--- config.mk ---
export PLATFORM = sky130hd
export DESIGN_NAME = ldm_stm_seq
export DESIGN_NICKNAME = d
export VERILOG_FILES = /design/src/rtl/ldm_stm_seq.sv
export SDC_FILE = /design/constraint.sdc
export NUM_CORES = 1
export LEC_CHECK = 0
export ABC_AREA = 1
export ABC_CLOCK_PERIOD_IN_PS = 2960
export CAP_MARGIN = 10
export CORE_MARGIN = 8
export CORE_UTILIZATION = 51
export CTS_CLUSTER_DIAMETER = 40
export DETAILED_ROUTE_END_ITERATION = 10
export PLACE_DENSITY = 0.83
export SYNTH_ARGS = -nofsm -noshare
export SYNTH_HDL_FRONTEND = slang
export SYNTH_SLANG_ARGS = --single-unit
--- constraint.sdc ---
create_clock -name clk -period 2.96 [get_ports clk]
set_input_delay 0.74 -clock clk [delete_from_list [all_inputs] [get_ports clk]]
set_output_delay 0.74 -clock clk [all_outputs]
set_load 0.01 [all_outputs]
--- src/rtl/ldm_stm_seq.sv ---
// ldm_stm_seq: ARM-style LDM/STM block-transfer sequencer.
// Walks the register list lowest-first at ascending addresses.
// Optionally writes the updated base back to Rn.
module ldm_stm_seq (
    input  logic        clk,
    input  logic        reset_n,
    input  logic        start,
    input  logic        is_load,
    input  logic [15:0] reglist,
    input  logic [31:0] base,
    input  logic [3:0]  rn,
    input  logic        up,
    input  logic        pre,
    input  logic        wback,
    output logic [3:0]  ra,
    input  logic [31:0] rd,
    output logic        mem_req,
    output logic        mem_we,
    output logic [31:0] mem_addr,
    output logic [31:0] mem_wdata,
    input  logic        mem_ready,
    input  logic [31:0] mem_rdata,
    output logic        rf_we,
    output logic [3:0]  rf_a,
    output logic [31:0] rf_wd,
    output logic        pc_we,
    output logic [31:0] pc_wd,
    output logic        busy,
    output logic        done
);

    localparam int unsigned AW = 32;
    localparam int unsigned NREG = 16;
    localparam int unsigned CW = 5;

    typedef enum logic [1:0] {IDLE, XFER, WB, FIN} state_t;

    state_t          state;
    logic [NREG-1:0] remaining;
    logic [AW-1:0]   addr_q;
    logic            load_q;
    logic [3:0]      rn_q;
    logic            wb_q;
    logic [AW-1:0]   wb_val_q;

    logic [CW-1:0]   cnt_c;
    logic [AW-1:0]   off_c;
    logic [AW-1:0]   start_addr_c;
    logic [3:0]      cur_c;
    logic            last_c;

    function automatic logic [CW-1:0] popcount(input logic [NREG-1:0] v);
        popcount = '0;
        for (int i = 0; i < NREG; i++) popcount = popcount + CW'(v[i]);
    endfunction

    function automatic logic [3:0] lowest_bit(input logic [NREG-1:0] v);
        lowest_bit = 4'd0;
        for (int i = NREG - 1; i >= 0; i--) if (v[i]) lowest_bit = 4'(i);
    endfunction

    // Start-of-transfer arithmetic and current-beat selection
    always_comb begin
        cnt_c  = popcount(reglist);
        off_c  = {25'd0, cnt_c, 2'b00};
        if (up) start_addr_c = pre ? base + 32'd4 : base;
        else    start_addr_c = pre ? base - off_c : base - off_c + 32'd4;
        cur_c  = lowest_bit(remaining);
        last_c = (remaining & (remaining - 16'd1)) == 16'd0;
    end

    // Sequencer state and captured transfer context
    always_ff @(posedge clk or negedge reset_n) begin
        if (!reset_n) begin
            state     <= IDLE;
            remaining <= '0;
            addr_q    <= '0;
            load_q    <= 1'b0;
            rn_q      <= '0;
            wb_q      <= 1'b0;
            wb_val_q  <= '0;
        end else begin
            case (state)
                IDLE: begin
                    if (start) begin
                        load_q    <= is_load;
                        rn_q      <= rn;
                        // A loaded Rn takes precedence over the base update
                        wb_q      <= wback && !(is_load && reglist[rn]);
                        wb_val_q  <= up ? base + off_c : base - off_c;
                        remaining <= reglist;
                        addr_q    <= start_addr_c;
                        state     <= (cnt_c != '0) ? XFER : FIN;
                    end
                end
                XFER: begin
                    if (mem_ready) begin
                        remaining <= remaining & (remaining - 16'd1);
                        addr_q    <= addr_q + 32'd4;
                        if (last_c) state <= wb_q ? WB : FIN;
                    end
                end
                WB:      state <= FIN;
                FIN:     state <= IDLE;
                default: state <= IDLE;
            endcase
        end
    end

    // Output decode from state; load write-back follows mem_ready in-cycle
    always_comb begin
        busy      = 1'b0;
        done      = 1'b0;
        mem_req   = 1'b0;
        mem_we    = 1'b0;
        mem_addr  = '0;
        mem_wdata = '0;
        ra        = '0;
        rf_we     = 1'b0;
        rf_a      = '0;
        rf_wd     = '0;
        pc_we     = 1'b0;
        pc_wd     = '0;
        case (state)
            XFER: begin
                busy      = 1'b1;
                mem_req   = 1'b1;
                mem_we    = !load_q;
                mem_addr  = addr_q;
                ra        = cur_c;
                mem_wdata = rd;
                if (mem_ready && load_q) begin
                    if (cur_c == 4'd15) begin
                        pc_we = 1'b1;
                        pc_wd = mem_rdata;
                    end else begin
                        rf_we = 1'b1;
                        rf_a  = cur_c;
                        rf_wd = mem_rdata;
                    end
                end
            end
            WB: begin
                busy  = 1'b1;
                rf_we = 1'b1;
                rf_a  = rn_q;
                rf_wd = wb_val_q;
            end
            FIN: begin
                busy = 1'b1;
                done = 1'b1;
            end
            default: ;
        endcase
    end

endmodule
==> flow_metrics.py, run 1 <==
metrics = {
    "timing": {
        "postGrtWorstEndpoint": "addr_q[16]$_DFFE_PN0P_/D",
        "worstEpCategory": "register data pin",
    },
    "yosys": {
        "ys_warn_count": 0,
        "async_flop_share_pct": 100,
        "yosysTopAreaCell": "dfrtp_1",
        "synth.most_common_cell": "nand2_1",
        "synth.avg_cell_area_sq_um": 5.75,
        "syn_inst": 1835,
        "synth_cell_type_count": 50,
        "synth_ff_type": "dfrtp_1",
        "synth_area_sq_um": 10500,
        "synth_area_leaders": "dfrtp_1, nand2_1, inv_1",
        "netlist.area_leader.share_pct": 20.9,
        "synth_nets": 1995,
        "synth_edf_count": 0,
        "synth_commonest_cells": "nand2_1, inv_1, nor2_1, nand3_1, o21ai_0",
        "synth_seq_cells": 88,
        "synth-seq-area-share_pct": 20.9,
    },
    "floorplan": {
        "rows": 52,
        "start_util_pct": 52.0,
        "die_h_um": 160,
        "io_pins": 266,
        "die-width_um": 160,
    },
    "place": {
        "hpwl_um": 40500,
        "place_congestion": 1.00,
        "port_buffers": 265,
    },
    "clocking": {
        "cts_root_buffer": "clkbuf_16",
        "cts_max_path_buffers": 2,
        "cts_buffers": 9,
        "cts_sinks": 88,
        "h-tree-depth": 3,
    },
    "grt": {
        "grt_usage_pct": 83.9,
        "grt_remaining_overflow": 218,
        "grt_max_degree": 94,
    },
    "outcome": {
        "haltStage": "5_1_grt",
        "outcome": "stopped before the end",
        "error": "[ERROR GRT-0232] Routing congestion too high. Check the congestion heatmap in the GUI.",
    },
}
[logic make-up after synthesis]
kind of cell               count (synthesis)  synth area share [%]
and+or+nand+nor                          985                  40.6
buffers and inverters                    393                  14.4
AOI/OAI and AO/OA                        284                  14.8
DFF                                       88                  20.9
xor gates and xnor gates                  48                  4.13
adders and majority gates                 36                  5.13
muxes                                      1                0.0949
[what timing repair did]
action | in CTS
setup buffers | 60
pin swaps | 121
hold endpoints to repair | 0
hold buffers | 0
cloned | 8
gates resized for setup | 663
endpoints found under the setup margin | 136
[per-layer routing]
| metal | GRT overflow | track usage (%) |
|---|---|---|
| met2 | 109 | 94.6 |
| met3 | 12 | 76.5 |
| met4 | 84 | 86.7 |
| met1 | 13 | 81.2 |
| met5 | 0 | 52.5 |
[stage by stage]
stage	utilization (%)	hold WS, ps	instances	worst slack (ps)	cell area, sq um
2_1_floorplan	-	444	1835	-2390	10800
3_3_place_gp	78.7	461	2601	-3540	16000
3_5_place_dp	78.7	468	2601	-3630	16000
4_1_cts	88.4	378	2681	-2620	17900
==> inputs of run 2 (changes only) <==
- CORE_UTILIZATION: 51 -> 40
- CTS_CLUSTER_DIAMETER: 40 -> unset
- PLACE_DENSITY: 0.83 -> unset
- PLACE_DENSITY_LB_ADDON: unset -> 0.15
==> run 2 against run 1 <==
  * The flow now finishes, with violations (setup timing)
  * Area after synthesis did not move
  * Synthesized cell count stayed put
==> flow_metrics.py, run 2 <==
metrics = {
    "yosys": {
        "netlist.area_leader.share_pct": 20.9,
        "synth_cell_type_count": 50,
        "async_flop_share_pct": 100,
        "synth_seq_cells": 88,
        "syn_inst": 1835,
        "synth.avg_cell_area_sq_um": 5.75,
        "synth_ff_type": "dfrtp_1",
        "synth_edf_count": 0,
        "synth_area_sq_um": 10500,
        "yosysTopAreaCell": "dfrtp_1",
        "synth_nets": 1995,
        "synth-seq-area-share_pct": 20.9,
        "synth.most_common_cell": "nand2_1",
        "synth_commonest_cells": "nand2_1, inv_1, nor2_1, nand3_1, o21ai_0",
        "synth_area_leaders": "dfrtp_1, nand2_1, inv_1",
        "ys_warn_count": 0,
    },
    "place": {
        "port_buffers": 265,
        "hpwl_um": 39900,
        "placed_cells": 2675,
        "place_congestion": 0.991,
    },
    "power_and_ir_drop": {
        "intPower_w": 0.00807,
        "power_density_nw_per_um2": 847,
        "power_frac_seq_pct": 15.3,
        "peakVddDrop_v": 0.000688,
        "p_switching_w": 0.00827,
        "leakage_nw": 9.19,
        "combPwrFrac_pct": 77.4,
        "pwr-share-clk_pct": 7.3,
        "p_sw_share_pct": 50.6,
    },
    "worst_setup_path": {
        "crit_path_end_kind": "flop",
        "critPathArrivalTime_ps": 5920,
        "reg2reg_from": "addr_q[2]$_DFFE_PN0P_",
        "reg2reg_to": "addr_q[26]$_DFFE_PN0P_",
        "crit_path_top_delay_cell": "fa_1",
        "worst-path-buf-inv": 7,
        "reg2reg_setup_slack_ps": 360,
        "max_stage_delay_ps": 560,
        "critPathRequiredTime_ps": 3200,
        "reg2regPathDepth": 15,
        "crit_type": "in2reg",
        "startpoint": "reglist[15]",
        "start_kind": "input port",
        "cp_max_fo": 6,
        "cp_top_family": "adder cells",
    },
    "outcome": {
        "violations": "setup timing",
        "outcome": "complete, but fails checks",
    },
    "min_path": {
        "hold_path.class": "in2async",
    },
    "timing": {
        "slew_violations": 0,
        "clock_skew_ps": 18.0,
        "period_needed_ps": 5680,
        "grt_setup_unrepaired": "true",
        "max_freq_ghz": 0.176,
        "setup_viol": 131,
        "finalCritPeriodShare_pct": 192,
        "hold_viol": 0,
        "slew_headroom_pct": 59.9,
        "tightest_slew_ps": 602,
        "layout_setup_ws_ps": -2720,
    },
    "route": {
        "drt-initial-drc-count": 1343,
        "vias": 15100,
        "firstDrtPassIters": 6,
        "finalWirelength_um": 56600,
        "wl_per_cell_um": 20.3,
        "remaining_drc_errors": 0,
        "antenna_left": 0,
        "vias_per_cell": 5.42,
    },
    "floorplan": {
        "start_util_pct": 40.6,
        "rows": 59,
        "io_pins": 266,
        "dieArea_sq_um": 31800,
        "die-width_um": 178,
        "die_h_um": 178,
        "core-area_sq_um": 26000,
    },
    "job": {
        "cap_viol_max_count": 0,
    },
    "grt": {
        "grt_busiest_layer": "met2",
        "grt_usage_pct": 32.5,
        "grt_remaining_overflow": 0,
        "antenna_found_initial": 0,
        "grt_pass1_vias": 14600,
        "use_met1_pct": 38.6,
        "grt_pass1_wl_um": 80800,
        "met3_usage_pct": 5.23,
        "grt_max_degree": 94,
        "grt_use_met2_pct": 56.0,
    },
    "clocking": {
        "cts_tree": "done",
        "cts_buffers": 9,
        "clock_latency_ps": 360,
        "cts_root_buffer": "clkbuf_16",
        "h-tree-depth": 3,
        "cts_sinks": 88,
        "cts_max_path_buffers": 2,
        "clkTransAtPathRegs_ps": 80,
    },
    "layout": {
        "top_regs": "addr_q x32, wb_val_q x32, remaining x16",
        "drive_above_1_share_pct": 37.9,
        "mostFrequentLayoutCell": "nand2_1",
        "fin_nets": 2607,
        "area_delta_synth_final_pct": 83.0,
        "diodes": 0,
        "utilization_pct": 74.3,
        "layout_common_cells": "nand2_1, buf_4, inv_1, clkdlybuf4s50_1, nor2_1",
        "instances_no_fill": 2787,
    },
}
## run 2: cell counts after synthesis
Identical to the previous run, type by type.
## run 2: worst max-delay path by stage
stage | to | slack, ps | cells past startpoint
final | addr_q[15]$_DFFE_PN0P_ | -2720 | 30
after global routing | addr_q[12]$_DFFE_PN0P_ | -2880 | 27
after CTS | addr_q[15]$_DFFE_PN0P_ | -2540 | 25
after detailed placement | addr_q[27]$_DFFE_PN0P_ | -3580 | 27
after global placement | addr_q[22]$_DFFE_PN0P_ | -3560 | 29
after floorplan | addr_q[30]$_DFFE_PN0P_ | -2390 | 30
## run 2: power by group through the flow
stage | sequential (W) | combinational (W) | clock [W]
after floorplan | 0.00222 | 0.00528 | 0
after global placement | 0.00244 | 0.00923 | 0
after detailed placement | 0.00245 | 0.00937 | 0
after CTS | 0.00245 | 0.0110 | 0.00120
after global routing | 0.00256 | 0.0135 | 0.00125
final | 0.00251 | 0.0126 | 0.00119
## run 2: cell type report
cell class | count | area [sq um]
Clock buffer | 10 | 229
Clock inverter | 6 | 68.8
Tap cell | 335 | 419
Sequential cell | 88 | 2200
Multi-Input combinational cell | 1355 | 9000
Inverter | 315 | 1220
Timing Repair Buffer | 678 | 6150
Fill cell | 1967 | 6690
## run 2: kinds of logic (layout without fill, tap and decap cells)
kind of cell,count (synthesis),after routing,synth area share [%]
buffers and inverters,393,1009,14.4
XOR/XNOR,48,48,4.13
adder cells (fa/ha/maj),36,36,5.13
AND/OR/NAND/NOR,985,986,40.6
AO/OA/AOI/OAI,284,284,14.8
multiplexers,1,1,0.0949
flip-flops,88,88,20.9
## run 2: routing by layer
layer / wire length (um) / vias up
met5: 0 / -
met4: 3470 / 0
met3: 4870 / 200
met2: 26900 / 828
met1: 21300 / 7039
li1: - / 7039
## run 2: timing repair
action,4_1_cts,5_1_grt
setup endpoints to repair,134,190
setup buffers,74,37
resized for setup,652,246
gates cloned,8,1
pin swaps,151,122
hold buffers,0,0
## run 2: stage by stage
step                      TNS, ps  cell area, sq um  total power [W]  hold WS (ps)  setup WS, ps
after global routing      -200520             19300           0.0173           389         -2880
final                     -183670             19300           0.0163           360         -2720
after CTS                 -166380             18200           0.0146           370         -2540
after floorplan           -124830             10800          0.00749           444         -2390
after detailed placement  -223110             16100           0.0118           466         -3580
after global placement    -221120             16100           0.0117           462         -3560
Note: power is estimated with default switching activity, not from simulation.
